===== src/rtl/out_commit_unit_pkg.sv =====
// Shared types and default sizing for the OUT-commit unit and its UART transmitter.
package out_commit_unit_pkg;

    typedef enum logic [1:0] {
        TX_IDLE,
        TX_START,
        TX_DATA,
        TX_STOP
    } tx_state_t;

    // 100 MHz clock, 115200 baud
    localparam int OUT_CLK_PER_BIT = 868;
    // Pending (speculative) FIFO holds 2**OUT_PEND_W bytes
    localparam int OUT_PEND_W      = 3;
    // Committed TX FIFO holds 2**OUT_TXQ_W bytes
    localparam int OUT_TXQ_W       = 4;

endpackage


===== src/rtl/out_commit_unit_if.sv =====
// Commit-ring OUT handshake: the ring drives valid, the responder drives ready.
interface out_commit_unit_if;
    logic valid;
    logic ready;

    modport master (output valid, input ready);
    modport slave  (input valid, output ready);
endinterface


===== src/rtl/out_commit_unit_uart_tx.sv =====
// UART 8N1 transmitter: pulls one byte per frame through an in_valid/in_ready
// handshake and shifts it out LSB first. Defining UART_TX_STOP2_EN stretches
// the stop bit to two bit times.
module uart_tx
    import out_commit_unit_pkg::*;
#(
    parameter int CLK_PER_BIT = OUT_CLK_PER_BIT
) (
    input  logic       clk,
    input  logic       reset,
    input  logic       in_valid,
    output logic       in_ready,
    input  logic [7:0] in_data,
    output logic       txd,
    output logic       busy
);

`ifdef UART_TX_STOP2_EN
    localparam int STOP_BITS = 2;
`else
    localparam int STOP_BITS = 1;
`endif
    localparam int TMR_W = $clog2(STOP_BITS * CLK_PER_BIT + 1);
    localparam logic [TMR_W-1:0] BIT_LOAD  = TMR_W'(CLK_PER_BIT - 1);
    localparam logic [TMR_W-1:0] STOP_LOAD = TMR_W'(STOP_BITS * CLK_PER_BIT - 1);

    tx_state_t        state_q, state_d;
    logic [TMR_W-1:0] timer_q, timer_d;
    logic [2:0]       idx_q, idx_d;
    logic [7:0]       data_q, data_d;
    logic             txd_q, txd_d;

    // Frame sequencing; txd is computed from the next state so the line is registered
    always_comb begin
        state_d  = state_q;
        timer_d  = timer_q;
        idx_d    = idx_q;
        data_d   = data_q;
        in_ready = (state_q == TX_IDLE);
        case (state_q)
            TX_IDLE: begin
                if (in_valid) begin
                    data_d  = in_data;
                    timer_d = BIT_LOAD;
                    state_d = TX_START;
                end
            end
            TX_START: begin
                if (timer_q == '0) begin
                    state_d = TX_DATA;
                    idx_d   = 3'd0;
                    timer_d = BIT_LOAD;
                end else begin
                    timer_d = timer_q - 1'b1;
                end
            end
            TX_DATA: begin
                if (timer_q == '0) begin
                    if (idx_q == 3'd7) begin
                        state_d = TX_STOP;
                        timer_d = STOP_LOAD;
                    end else begin
                        idx_d   = idx_q + 3'd1;
                        timer_d = BIT_LOAD;
                    end
                end else begin
                    timer_d = timer_q - 1'b1;
                end
            end
            TX_STOP: begin
                if (timer_q == '0) begin
                    state_d = TX_IDLE;
                end else begin
                    timer_d = timer_q - 1'b1;
                end
            end
            default: state_d = TX_IDLE;
        endcase

        case (state_d)
            TX_START: txd_d = 1'b0;
            TX_DATA:  txd_d = data_d[idx_d];
            default:  txd_d = 1'b1;
        endcase
    end

    // State register; reset aborts any frame and returns the line to mark
    always_ff @(posedge clk) begin
        if (reset) begin
            state_q <= TX_IDLE;
            timer_q <= '0;
            idx_q   <= 3'd0;
            data_q  <= 8'd0;
            txd_q   <= 1'b1;
        end else begin
            state_q <= state_d;
            timer_q <= timer_d;
            idx_q   <= idx_d;
            data_q  <= data_d;
            txd_q   <= txd_d;
        end
    end

    assign txd  = txd_q;
    assign busy = (state_q != TX_IDLE);

endmodule


===== src/rtl/out_commit_unit.sv =====
// OUT-commit responder: buffers speculative OUT bytes, moves one byte per
// accepted commit into the TX FIFO, drops uncommitted bytes on flush and
// sends committed bytes over UART. UART_TX_STOP2_EN selects two stop bits.
module out_commit_unit
    import out_commit_unit_pkg::*;
#(
    parameter int PEND_W      = OUT_PEND_W,
    parameter int TXQ_W       = OUT_TXQ_W,
    parameter int CLK_PER_BIT = OUT_CLK_PER_BIT
) (
    input  logic              clk,
    input  logic              reset,
    input  logic              exec_valid,
    output logic              exec_ready,
    input  logic [7:0]        exec_data,
    input  logic              flush,
    out_commit_unit_if.slave  commit_req_out,
    output logic              txd,
    output logic              tx_busy
);

    logic [7:0] pend_mem [2**PEND_W];
    logic [7:0] txq_mem  [2**TXQ_W];

    logic [PEND_W:0] pend_wr_q, pend_wr_d, pend_rd_q, pend_rd_d;
    logic [TXQ_W:0]  txq_wr_q, txq_wr_d, txq_rd_q, txq_rd_d;

    logic pend_empty, pend_full, txq_empty, txq_full;
    logic pend_push, commit_hs, txq_pop;
    logic tx_in_ready, tx_fsm_busy;

    assign pend_empty = (pend_wr_q == pend_rd_q);
    assign pend_full  = (pend_wr_q[PEND_W] != pend_rd_q[PEND_W]) &&
                        (pend_wr_q[PEND_W-1:0] == pend_rd_q[PEND_W-1:0]);
    assign txq_empty  = (txq_wr_q == txq_rd_q);
    assign txq_full   = (txq_wr_q[TXQ_W] != txq_rd_q[TXQ_W]) &&
                        (txq_wr_q[TXQ_W-1:0] == txq_rd_q[TXQ_W-1:0]);

    // A full pending FIFO refuses a push even when a commit frees a slot this cycle
    assign exec_ready           = !pend_full;
    assign pend_push            = exec_valid && exec_ready && !flush;
    assign commit_req_out.ready = !pend_empty && !txq_full;
    assign commit_hs            = commit_req_out.valid && commit_req_out.ready;
    assign txq_pop              = !txq_empty && tx_in_ready;

    // Pointer updates; flush collapses the pending FIFO onto its post-commit read pointer
    always_comb begin
        pend_rd_d = pend_rd_q + (PEND_W+1)'(commit_hs);
        pend_wr_d = pend_wr_q + (PEND_W+1)'(pend_push);
        if (flush) begin
            pend_wr_d = pend_rd_d;
        end
        txq_wr_d = txq_wr_q + (TXQ_W+1)'(commit_hs);
        txq_rd_d = txq_rd_q + (TXQ_W+1)'(txq_pop);
    end

    // Pointer registers
    always_ff @(posedge clk) begin
        if (reset) begin
            pend_wr_q <= '0;
            pend_rd_q <= '0;
            txq_wr_q  <= '0;
            txq_rd_q  <= '0;
        end else begin
            pend_wr_q <= pend_wr_d;
            pend_rd_q <= pend_rd_d;
            txq_wr_q  <= txq_wr_d;
            txq_rd_q  <= txq_rd_d;
        end
    end

    // FIFO storage; a commit copies the pending head straight into the TX FIFO
    always_ff @(posedge clk) begin
        if (pend_push) begin
            pend_mem[pend_wr_q[PEND_W-1:0]] <= exec_data;
        end
        if (commit_hs) begin
            txq_mem[txq_wr_q[TXQ_W-1:0]] <= pend_mem[pend_rd_q[PEND_W-1:0]];
        end
    end

    uart_tx #(
        .CLK_PER_BIT (CLK_PER_BIT)
    ) u_uart_tx (
        .clk      (clk),
        .reset    (reset),
        .in_valid (!txq_empty),
        .in_ready (tx_in_ready),
        .in_data  (txq_mem[txq_rd_q[TXQ_W-1:0]]),
        .txd      (txd),
        .busy     (tx_fsm_busy)
    );

    assign tx_busy = tx_fsm_busy || !txq_empty;

endmodule


===== src/flat_wrapper.sv =====
// flat-port wrapper written by rule: the top's interface ports become plain ports
module out_commit_unit_flat import out_commit_unit_pkg::*;
#(
    parameter int PEND_W      = OUT_PEND_W,
    parameter int TXQ_W       = OUT_TXQ_W,
    parameter int CLK_PER_BIT = OUT_CLK_PER_BIT
)
  (clk, reset, exec_valid, exec_ready, exec_data, flush, txd, tx_busy, commit_req_out_valid, commit_req_out_ready);
  out_commit_unit_if commit_req_out_i ();
  input  logic clk;
  input  logic reset;
  input  logic exec_valid;
  output logic exec_ready;
  input  logic [7:0] exec_data;
  input  logic flush;
  output logic txd;
  output logic tx_busy;
  input wire logic [$bits(commit_req_out_i.valid)-1:0] commit_req_out_valid;
  output wire logic [$bits(commit_req_out_i.ready)-1:0] commit_req_out_ready;
  assign commit_req_out_i.valid = commit_req_out_valid;
  assign commit_req_out_ready = commit_req_out_i.ready;
  out_commit_unit #(.PEND_W(PEND_W), .TXQ_W(TXQ_W), .CLK_PER_BIT(CLK_PER_BIT)) u_core (.clk(clk), .reset(reset), .exec_valid(exec_valid), .exec_ready(exec_ready), .exec_data(exec_data), .flush(flush), .commit_req_out(commit_req_out_i), .txd(txd), .tx_busy(tx_busy));
endmodule

===== config.mk =====
export PLATFORM = sky130hd
export DESIGN_NAME = out_commit_unit_flat
export DESIGN_NICKNAME = d
export VERILOG_FILES = /design/src/rtl/out_commit_unit_pkg.sv /design/src/rtl/out_commit_unit_if.sv /design/src/rtl/out_commit_unit_uart_tx.sv /design/src/rtl/out_commit_unit.sv /design/src/flat_wrapper.sv
export SDC_FILE = /design/constraint.sdc
export NUM_CORES = 1
export LEC_CHECK = 0
export CAP_MARGIN = 40
export CORE_UTILIZATION = 60
export DETAILED_ROUTE_END_ITERATION = 10
export PLACE_DENSITY = 0.77
export SETUP_SLACK_MARGIN = 0.3
export SLEW_MARGIN = 20
export SYNTH_ARGS = -nofsm -noshare
export SYNTH_HDL_FRONTEND = slang
export SYNTH_SLANG_ARGS = --single-unit

===== constraint.sdc =====
create_clock -name clk -period 4.7 [get_ports clk]
set_clock_uncertainty 0.2 [all_clocks]
set_input_delay 0.47 -clock clk [delete_from_list [all_inputs] [get_ports clk]]
set_output_delay 0.47 -clock clk [all_outputs]
set_load 0.005 [all_outputs]

Word level (Yosys, flattened, before mapping)

Memories as Yosys holds them, arrays and structs flattened. A register that Yosys moved wholly into a read port is not among the register bits.
Index checks and enable logic that the tools add are counted.

Register bits: 42
Word-level logic and storage cells: 76
Latch bits: 0
ROM bits: 0
Memory bits (writable): 192
Input port bits: 13
Memories: 2

Memory list:

| name            | depth | bits a word | rd ports | clocked after Yosys merged registers in | wr ports | RTL line              | text |
|---|---|---|---|---|---|---|---|
| u_core.txq_mem  | 16    | 8           | 1        | 1                                       | 1        | out_commit_unit.sv:23 | `logic [7:0] txq_mem [2**TXQ_W];` |
| u_core.pend_mem | 8     | 8           | 1        | 1                                       | 1        | out_commit_unit.sv:22 | `logic [7:0] pend_mem [2**PEND_W];` |

Multipliers: 0
Reduce and logical (&&, ||, !) cells: 18
Equality and inequality tests: 14
Bitwise operators: 0
$lt $le $gt $ge: 1
Add/sub/neg operators: 6
Multiplexer cells: 26
Div/mod/pow operators: 0
Shift-type cells: 0

Operators with widths:

| cell                                                                   | number |
|---|---|
| 10-bit two-way mux                                                     | 3 |
| 10-bit one-hot mux with 3 select lines                                 | 1 |
| 8-bit two-way mux                                                      | 2 |
| 3-bit two-way mux                                                      | 4 |
| 5-bit by 1-bit adder with 5-bit output                                 | 2 |
| 10-bit zero test                                                       | 1 |
| 2-bit two-way mux                                                      | 5 |
| 10-bit by 1-bit subtractor with 10-bit output (second input constant)  | 1 |
| 4-bit by 1-bit adder with 4-bit output                                 | 2 |
| 4-bit equality test                                                    | 2 |
| 4-bit two-way mux                                                      | 2 |
| 2-bit one-hot mux with 4 select lines                                  | 1 |
| 1-bit logical AND                                                      | 7 |
| 2-bit equality test (second input constant)                            | 3 |
| 3-bit one-hot mux with 2 select lines                                  | 1 |
| 5-bit equality test                                                    | 1 |
| 1-bit zero test                                                        | 5 |
| 1-bit two-way mux                                                      | 5 |
| 2-bit by 1-bit equality test with 1-bit output (second input constant) | 2 |
| 3-bit by 4-bit < comparator with 1-bit output (second input constant)  | 1 |
| 2-bit != test (second input constant)                                  | 2 |
| 3-bit by 1-bit adder with 3-bit output (second input constant)         | 1 |
| 1-bit binary-select mux with 3-bit select                              | 1 |
| 3-bit equality test                                                    | 1 |
| 8 further kinds                                                        | 9 |

Longest topological paths before layout

Gate-level depths: netlist of the first run.

Word-level depth: 7
Mapped depth: 11

Hierarchy

A second synthesis of the first run with hierarchy kept.

Cell total of the unflattened synthesis: 610
Area, all modules: 9855.7 µm²

Modules (own cells, without submodules):

| module          | area an instance (µm²) | instances | cells each | seq. area each (µm²) |
|---|---|---|---|---|
| out_commit_unit | 8456.9                 | 1         | 442        | 6125.9 |
| uart_tx         | 1398.8                 | 1         | 168        | 480.5 |

Worst setup path before layout of the first run

OpenSTA, ideal clock, no wires.

Kind: register to register
From: register u_core.pend_rd_q[0]
To: memory u_core.txq_mem[0][0], enable pin
Slack: 1851 ps
Setup time: 383 ps
Cell stages (with the launch flop): 8
Arrival: 2265 ps
Required time: 4117 ps
Cells stage by stage: dfxtp_1 clkbuf_1 xor2_1 nor3_1 a22oi_1 nand2_1 or3_1 nor3_1

Longest elaborated chain between the ends: 6

Ends and longest elaborated chain:

| item                                    | RTL line              | text |
|---|---|---|
| from (decl)                             | out_commit_unit.sv:25 | `logic [PEND_W:0] pend_wr_q, pend_wr_d, pend_rd_q, pend_rd_d;` |
| from (signal assigned)                  | out_commit_unit.sv:66 | `pend_rd_q <= pend_rd_d;` |
| 4-bit equality test                     | out_commit_unit.sv:32 | `assign pend_empty = (pend_wr_q == pend_rd_q);` |
| 1-bit zero test                         | out_commit_unit.sv:42 | `assign commit_req_out.ready = !pend_empty && !txq_full;` |
| 1-bit logical AND                       | out_commit_unit.sv:42 |  |
| net commit_req_out_ready                | flat_wrapper.sv:19    | `output wire logic [$bits(commit_req_out_i.ready)-1:0] commit_req_out_ready;` |
| 1-bit logical AND                       | out_commit_unit.sv:43 | `assign commit_hs = commit_req_out.valid && commit_req_out.ready;` |
| 1-bit two-way mux                       | out_commit_unit.sv:77 | `if (commit_hs) begin` |
| 1-bit two-way mux (implied by the code) | out_commit_unit.sv:78 | `txq_mem[txq_wr_q[TXQ_W-1:0]] <= pend_mem[pend_rd_q[PEND_W-1:0]];` |
| to (decl)                               | out_commit_unit.sv:23 |  |

The timed path passes the listed nets, and every way through them passes these cells.

Worst setup path after layout of the first run

From: register u_core.txq_rd_q[3]
To: output tx_busy

Longest elaborated chain between the ends: 3

Ends and longest elaborated chain:

| item                   | RTL line              | text |
|---|---|---|
| from (decl)            | out_commit_unit.sv:26 | `logic [TXQ_W:0] txq_wr_q, txq_wr_d, txq_rd_q, txq_rd_d;` |
| from (signal assigned) | out_commit_unit.sv:68 | `txq_rd_q <= txq_rd_d;` |
| 5-bit equality test    | out_commit_unit.sv:35 | `assign txq_empty = (txq_wr_q == txq_rd_q);` |
| 1-bit zero test        | out_commit_unit.sv:94 | `assign tx_busy = tx_fsm_busy \|\| !txq_empty;` |
| 1-bit logical OR       | out_commit_unit.sv:94 |  |
| to (decl)              | flat_wrapper.sv:17    | `output logic tx_busy;` |

Every way passes these cells.

==> flow_metrics.py, run 1 <==
metrics = {
    "clock_tree": {
        "cts_resized": 0,
        "htree_levels": 1,
        "cts_buffers": 24,
        "post-cts-setup-buffer-count": 0,
        "cts_hold_buf": 0,
        "tritoncts": "built",
        "clkSinkCount": 234,
        "clk_pin_slew_worst_paths_ns": 0.06,
        "cts.path.max_buffers": 3,
        "clock-root-buffer": "clkbuf_16",
        "clk_latency_ns": 0.50,
    },
    "placed_design": {
        "place_ws_ns": 1.47,
        "portBuffers": 16,
        "hpwl_um": 12400,
        "place_congestion": 0.881,
    },
    "setup_path": {
        "crit_path_end_kind": "primary output",
        "startpoint_type": "register",
        "cp_cell_sequence": "xor2_1, nor4_4, nand3_1, clkdlybuf4s50_1",
        "max_stage_delay_ns": 0.77,
        "crit_slowest_cell": "dfxtp_1",
        "crit_path_max_fanout": 19,
        "required_ns": 4.03,
        "crit_type": "register to primary output",
        "path_buf_inv": 1,
        "critPathLaunch": "u_core.txq_rd_q[3]$_SDFF_PP0_",
        "crit_arrival_ns": 2.73,
        "crit_family": "flip-flops",
        "r2r-start": "u_core.txq_rd_q[3]$_SDFF_PP0_",
    },
    "drt": {
        "wirelength_um": 19100,
        "wl_per_cell_um": 21.9,
        "firstDrtPassIters": 5,
        "first_iter_violations": 477,
        "drc": 0,
        "vias": 5405,
        "ant_nets": 0,
        "via_per_inst": 6.19,
    },
    "floorplan": {
        "rows": 46,
        "design.core.area_um2": 15900,
        "boundaryPins": 17,
        "die_y_um": 130,
        "start_util": 0.616,
        "dieArea_um2": 16900,
        "die_x_um": 130,
    },
    "grt": {
        "grt_pass1_wl_um": 29600,
        "grt_pass1_vias": 5254,
        "grt_max_degree": 37,
        "track_usage": 0.238,
        "antenna_found_initial": 0,
        "grt_overflow": 0,
    },
    "yosys": {
        "synth_ff_type": "edfxtp_1",
        "ys_warn_count": 0,
        "avgSynthCellArea_um2": 16.4,
        "synth_nets": 629,
        "syn_inst": 600,
        "synth_top_area_cell": "edfxtp_1",
        "synth_edf_count": 192,
        "async_reset_ff_frac": 0,
        "ys_seq_elements": 234,
        "synth_cell_types": 54,
        "netlist_area_um2": 9820,
        "yosys.area.top_type_share": 0.587,
        "yosysSeqAreaShare": 0.673,
        "yosys-top-cells-area": "edfxtp_1, dfxtp_1, mux4_2",
    },
    "final_layout": {
        "n_antenna_cell": 0,
        "fin_nets": 668,
        "layout_common_cells": "edfxtp_1, nor2_1, dfxtp_1",
        "drive_above_1_share": 0.189,
        "syn2layout_area_growth_pct": 13.0,
        "layout_commonest_cell": "edfxtp_1",
        "fill_cells": 1036,
    },
    "timing": {
        "clock.fmax_ghz": 0.294,
        "max_slew_margin": 0.436,
        "fin_ws_ns": 1.30,
        "tightest_slew_ns": 0.842,
        "min_period_over_period": 0.724,
        "finalHoldViolCount": 0,
        "finalSetupViolCount": 0,
        "holdWs_ns": 0.280,
        "tns_ns": 0,
        "drv_slew": 0,
        "min_period_ns": 3.40,
        "rsz0062_at_grt": "false",
    },
    "power": {
        "ir_worst_vdd_mv": 0.342,
        "leakagePower_uw": 0.00375,
        "p_per_area_nw_per_um2": 549,
        "total_power_uw": 6090,
    },
    "job": {
        "max_cap_viol_count": 0,
    },
    "hold_path": {
        "hp-start": "u_core.u_uart_tx.data_q[7]$_SDFF_PP0_",
        "min_path_type": "register to register",
    },
    "run_status": {
        "status": "complete, no violations",
    },
}
## logic make-up (layout without fill, tap and decap cells)
logic type / after synthesis / count (layout) / synth area share
buffers and inverters: 43 / 100 / 0.0227
and+or+nand+nor: 139 / 139 / 0.0743
xor gates and xnor gates: 24 / 24 / 0.0214
muxes: 78 / 78 / 0.137
adders and majority gates: 16 / 16 / 0.0204
AOI/OAI and AO/OA: 66 / 66 / 0.0516
DFF: 234 / 234 / 0.673
## cell usage after synthesis (3+ instances only)
cell and count:
buf_1 3, dfxtp_1 42, a22o_1 4, xor2_1 17, or3_1 3, inv_1 13
a21o_1 5, buf_2 7, mux2i_1 18, clkbuf_1 13, nand3_1 11, edfxtp_1 192
a211oi_1 7, mux2_2 19, a21oi_1 8, mux4_2 30, nand2b_1 15, nor2_1 51
o21ai_0 5, mux4_1 10, nand2_1 17, ha_1 16, xnor2_1 7, a2111oi_0 4
a221oi_1 21, buf_8 3, nor3_1 13, nor2b_1 13
## report_power, final
group / switching, uW / leakage, uW / internal, uW / total [uW]
Sequential: 102 / 0.00208 / 2520 / 2620
Combinational: 875 / 0.00127 / 664 / 1540
Clock: 752 / 0.000405 / 1180 / 1930
Total: 1730 / 0.00375 / 4360 / 6090
## worst reg2reg max path, delay by kind of cell (launching register included)
family,cells,cell delay [ns]
AND/OR/NAND/NOR,2,1.01
flip-flops,1,0.77
AO/OA/AOI/OAI,3,0.61
multiplexers,1,0.27
XOR/XNOR,1,0.20
buffers and inverters,1,0.13
## layer usage
metal  track usage  vias to the layer above  part of all wire  wire (um)
met3        0.0443                       33             0.065       1240
met5             0                        -                 0          0
li1              -                     2439                 -          -
met4        0.0663                        0             0.019        361
met2         0.385                      207              0.49       9440
met1         0.334                     2726              0.42       8110
## flip-flops by register name, summed over array words and instances, names as in the netlist
name / flops
u_core.txq_mem: 128
u_core.pend_mem: 64
u_core.u_uart_tx.timer_q: 10
u_core.u_uart_tx.data_q: 8
u_core.txq_rd_q: 5
u_core.txq_wr_q: 5
u_core.pend_rd_q: 4
u_core.pend_wr_q: 4
u_core.u_uart_tx.idx_q: 3
u_core.u_uart_tx.state_q: 2
u_core.u_uart_tx.txd: 1
## per-stage QoR
step | area [um^2] | utilization | instances
2_1_floorplan | 9820 | - | 600
3_3_place_gp | 10200 | 0.638 | 815
3_5_place_dp | 10200 | 0.641 | 821
4_1_cts | 11000 | 0.692 | 865
5_1_grt | 11100 | 0.696 | 873
6_report | 11100 | 0.696 | 873
## worst paths after layout
check | end | slack (ns) | cells after the start
max | tx_busy | 1.30 | 4
min | u_core.u_uart_tx.data_q[7]$_SDFF_PP0_ | 0.28 | 2
max reg2reg | u_core.u_uart_tx.txd$_SDFF_PP1_ | 1.43 | 8
min reg2reg | u_core.u_uart_tx.data_q[7]$_SDFF_PP0_ | 0.28 | 2
## final cells by class
class                           instances  area [um^2]  area share
Inverter                               14         52.6     0.00474
Tap cell                              216          270      0.0244
Clock buffer                           39          733      0.0661
Clock inverter                          5         81.3     0.00733
Multi-Input combinational cell        323         3000       0.270
Sequential cell                       234         6610       0.595
Timing Repair Buffer                   42          353      0.0318
No activity file was read; power rests on OpenSTA's default activity.
==> inputs of run 2 (changes only) <==
Clock period 4.7 ns to 3.4 ns, I/O delays scaled along.
==> run 2 against run 1 <==
Against the previous run: worst hold slack better by 0.0028 ns; die area stayed put; flip-flop and latch count stayed put; clock power is 31% higher; sequential share of layout area hardly changed; sequential power is 39% higher; critical endpoint is now u_core.u_uart_tx.txd$_SDFF_PP1_.
==> flow_metrics.py, run 2 (synthesis gave the netlist of run 1 again) <==
metrics = {
    "hold_path": {
        "hold_depth": 2,
        "whs_endpoint": "u_core.u_uart_tx.data_q[5]$_SDFF_PP0_",
        "hp-start": "u_core.u_uart_tx.data_q[5]$_SDFF_PP0_",
        "min_path_type": "register to register",
    },
    "placed_design": {
        "place_ws_ns": 0.341,
        "hpwl_um": 12600,
        "place_congestion": 0.849,
        "portBuffers": 16,
    },
    "timing": {
        "tightest_slew_ns": 0.824,
        "min_period_over_period": 0.877,
        "fin_ws_ns": 0.418,
        "tns_ns": 0,
        "finalHoldViolCount": 0,
        "rsz0062_at_grt": "false",
        "drv_slew": 0,
        "min_period_ns": 2.98,
        "finalSetupViolCount": 0,
        "clock.fmax_ghz": 0.335,
        "max_slew_margin": 0.448,
    },
    "floorplan": {
        "design.core.area_um2": 15900,
        "start_util": 0.616,
        "rows": 46,
        "die_y_um": 130,
        "die_x_um": 130,
        "dieArea_um2": 16900,
        "boundaryPins": 17,
    },
    "clock_tree": {
        "clock-root-buffer": "clkbuf_16",
        "cts_hold_buf": 0,
        "cts_buffers": 23,
        "clk_pin_slew_worst_paths_ns": 0.06,
        "htree_levels": 1,
        "clkSinkCount": 234,
        "cts_resized": 0,
        "tritoncts": "built",
        "clk_latency_ns": 0.52,
        "post-cts-setup-buffer-count": 0,
        "cts.path.max_buffers": 3,
    },
    "setup_path": {
        "reg2reg_to": "u_core.u_uart_tx.txd$_SDFF_PP1_",
        "crit_path_max_fanout": 11,
        "startpoint_type": "register",
        "cp_cell_sequence": "buf_4, mux4_1, mux2_2, a22o_1, mux2_4, a2111oi_0, or4_1, a21oi_1",
        "critPathLaunch": "u_core.txq_rd_q[0]$_SDFF_PP0_",
        "crit_slowest_cell": "mux4_1",
        "r2r_cells": 8,
        "r2r-start": "u_core.txq_rd_q[0]$_SDFF_PP0_",
        "max_stage_delay_ns": 0.56,
        "crit_path_end_kind": "register",
        "required_ns": 3.60,
        "crit_type": "register to register",
        "ff2ff_setup_slack_ns": 0.42,
        "crit_arrival_ns": 3.18,
    },
    "grt": {
        "grt_pass1_vias": 5411,
        "grt_overflow": 0,
        "grt_pass1_wl_um": 29900,
        "track_usage": 0.242,
        "antenna_found_initial": 0,
        "grt_max_degree": 22,
    },
    "drt": {
        "wirelength_um": 19400,
        "firstDrtPassIters": 5,
        "first_iter_violations": 476,
        "drc": 0,
        "via_per_inst": 6.12,
        "ant_nets": 0,
        "vias": 5376,
        "wl_per_cell_um": 22.1,
    },
    "final_layout": {
        "largest_reg_flops": 128,
        "final_util": 0.697,
        "syn2layout_area_growth_pct": 13.1,
        "layout_common_cells": "edfxtp_1, nor2_1, dfxtp_1",
        "n_antenna_cell": 0,
        "fill_cells": 1027,
        "drive_above_1_share": 0.196,
        "fin_nets": 675,
        "layout_commonest_cell": "edfxtp_1",
    },
    "power": {
        "ir_worst_vdd_mv": 0.486,
        "p_per_area_nw_per_um2": 756,
        "leakagePower_uw": 0.00374,
    },
    "run_status": {
        "status": "complete, no violations",
    },
    "job": {
        "max_cap_viol_count": 0,
    },
}
run 2: worst max path at each step:
stage | to | slack, ns | depth (start not counted)
final | u_core.u_uart_tx.txd$_SDFF_PP1_ | 0.42 | 8
after global routing | u_core.u_uart_tx.txd$_SDFF_PP1_ | 0.32 | 8
after CTS | u_core.u_uart_tx.txd$_SDFF_PP1_ | 0.33 | 8
after detailed placement | u_core.u_uart_tx.txd$_SDFF_PP1_ | 0.34 | 8
after global placement | u_core.u_uart_tx.txd$_SDFF_PP1_ | 0.35 | 8
after floorplan | u_core.txq_mem[0][0]$_DFFE_PP_ | 0.55 | 7
run 2: per-stage QoR:
step | hold slack, ns | total power [uW] | std cells | cell area (um^2)
6_report | 0.283 | 8400 | 879 | 11100
5_1_grt | 0.296 | 8740 | 879 | 11100
4_1_cts | 0.281 | 8430 | 879 | 11100
3_5_place_dp | 0.272 | 5900 | 837 | 10300
3_3_place_gp | 0.264 | 5830 | 836 | 10300
2_1_floorplan | 0.239 | 5250 | 600 | 9820
run 2: power by group:
| part | switching [uW] | internal [uW] | total, uW |
|---|---|---|---|
| Combinational | 1270 | 975 | 2240 |
| Sequential | 145 | 3480 | 3630 |
| Clock | 1050 | 1480 | 2530 |
| Total | 2460 | 5940 | 8400 |
run 2: critical path: cells and delay by family (launching register included):
kind                   cells  cell delay, ns
muxes                      3            1.11
AOI/OAI and AO/OA          3            0.66
DFF                        1            0.46
buffers and inverters      1            0.26
and+or+nand+nor            1            0.19
run 2: final cells by class:
class	count	area [um^2]	area share
timing repair buffer	50	413	0.0372
clock inverter	15	159	0.0143
tap	216	270	0.0243
clock buffer	27	591	0.0532
inverter	14	52.6	0.00473
multi-input combinational	323	3010	0.271
sequential	234	6610	0.595
run 2: per-layer routing:
metal / up-vias / share of wire / global-route usage
met2: 153 / 0.50 / 0.403
li1: 2451 / - / -
met5: - / 0 / 0
met1: 2727 / 0.43 / 0.329
met4: 0 / 0.030 / 0.0917
met3: 45 / 0.041 / 0.0344
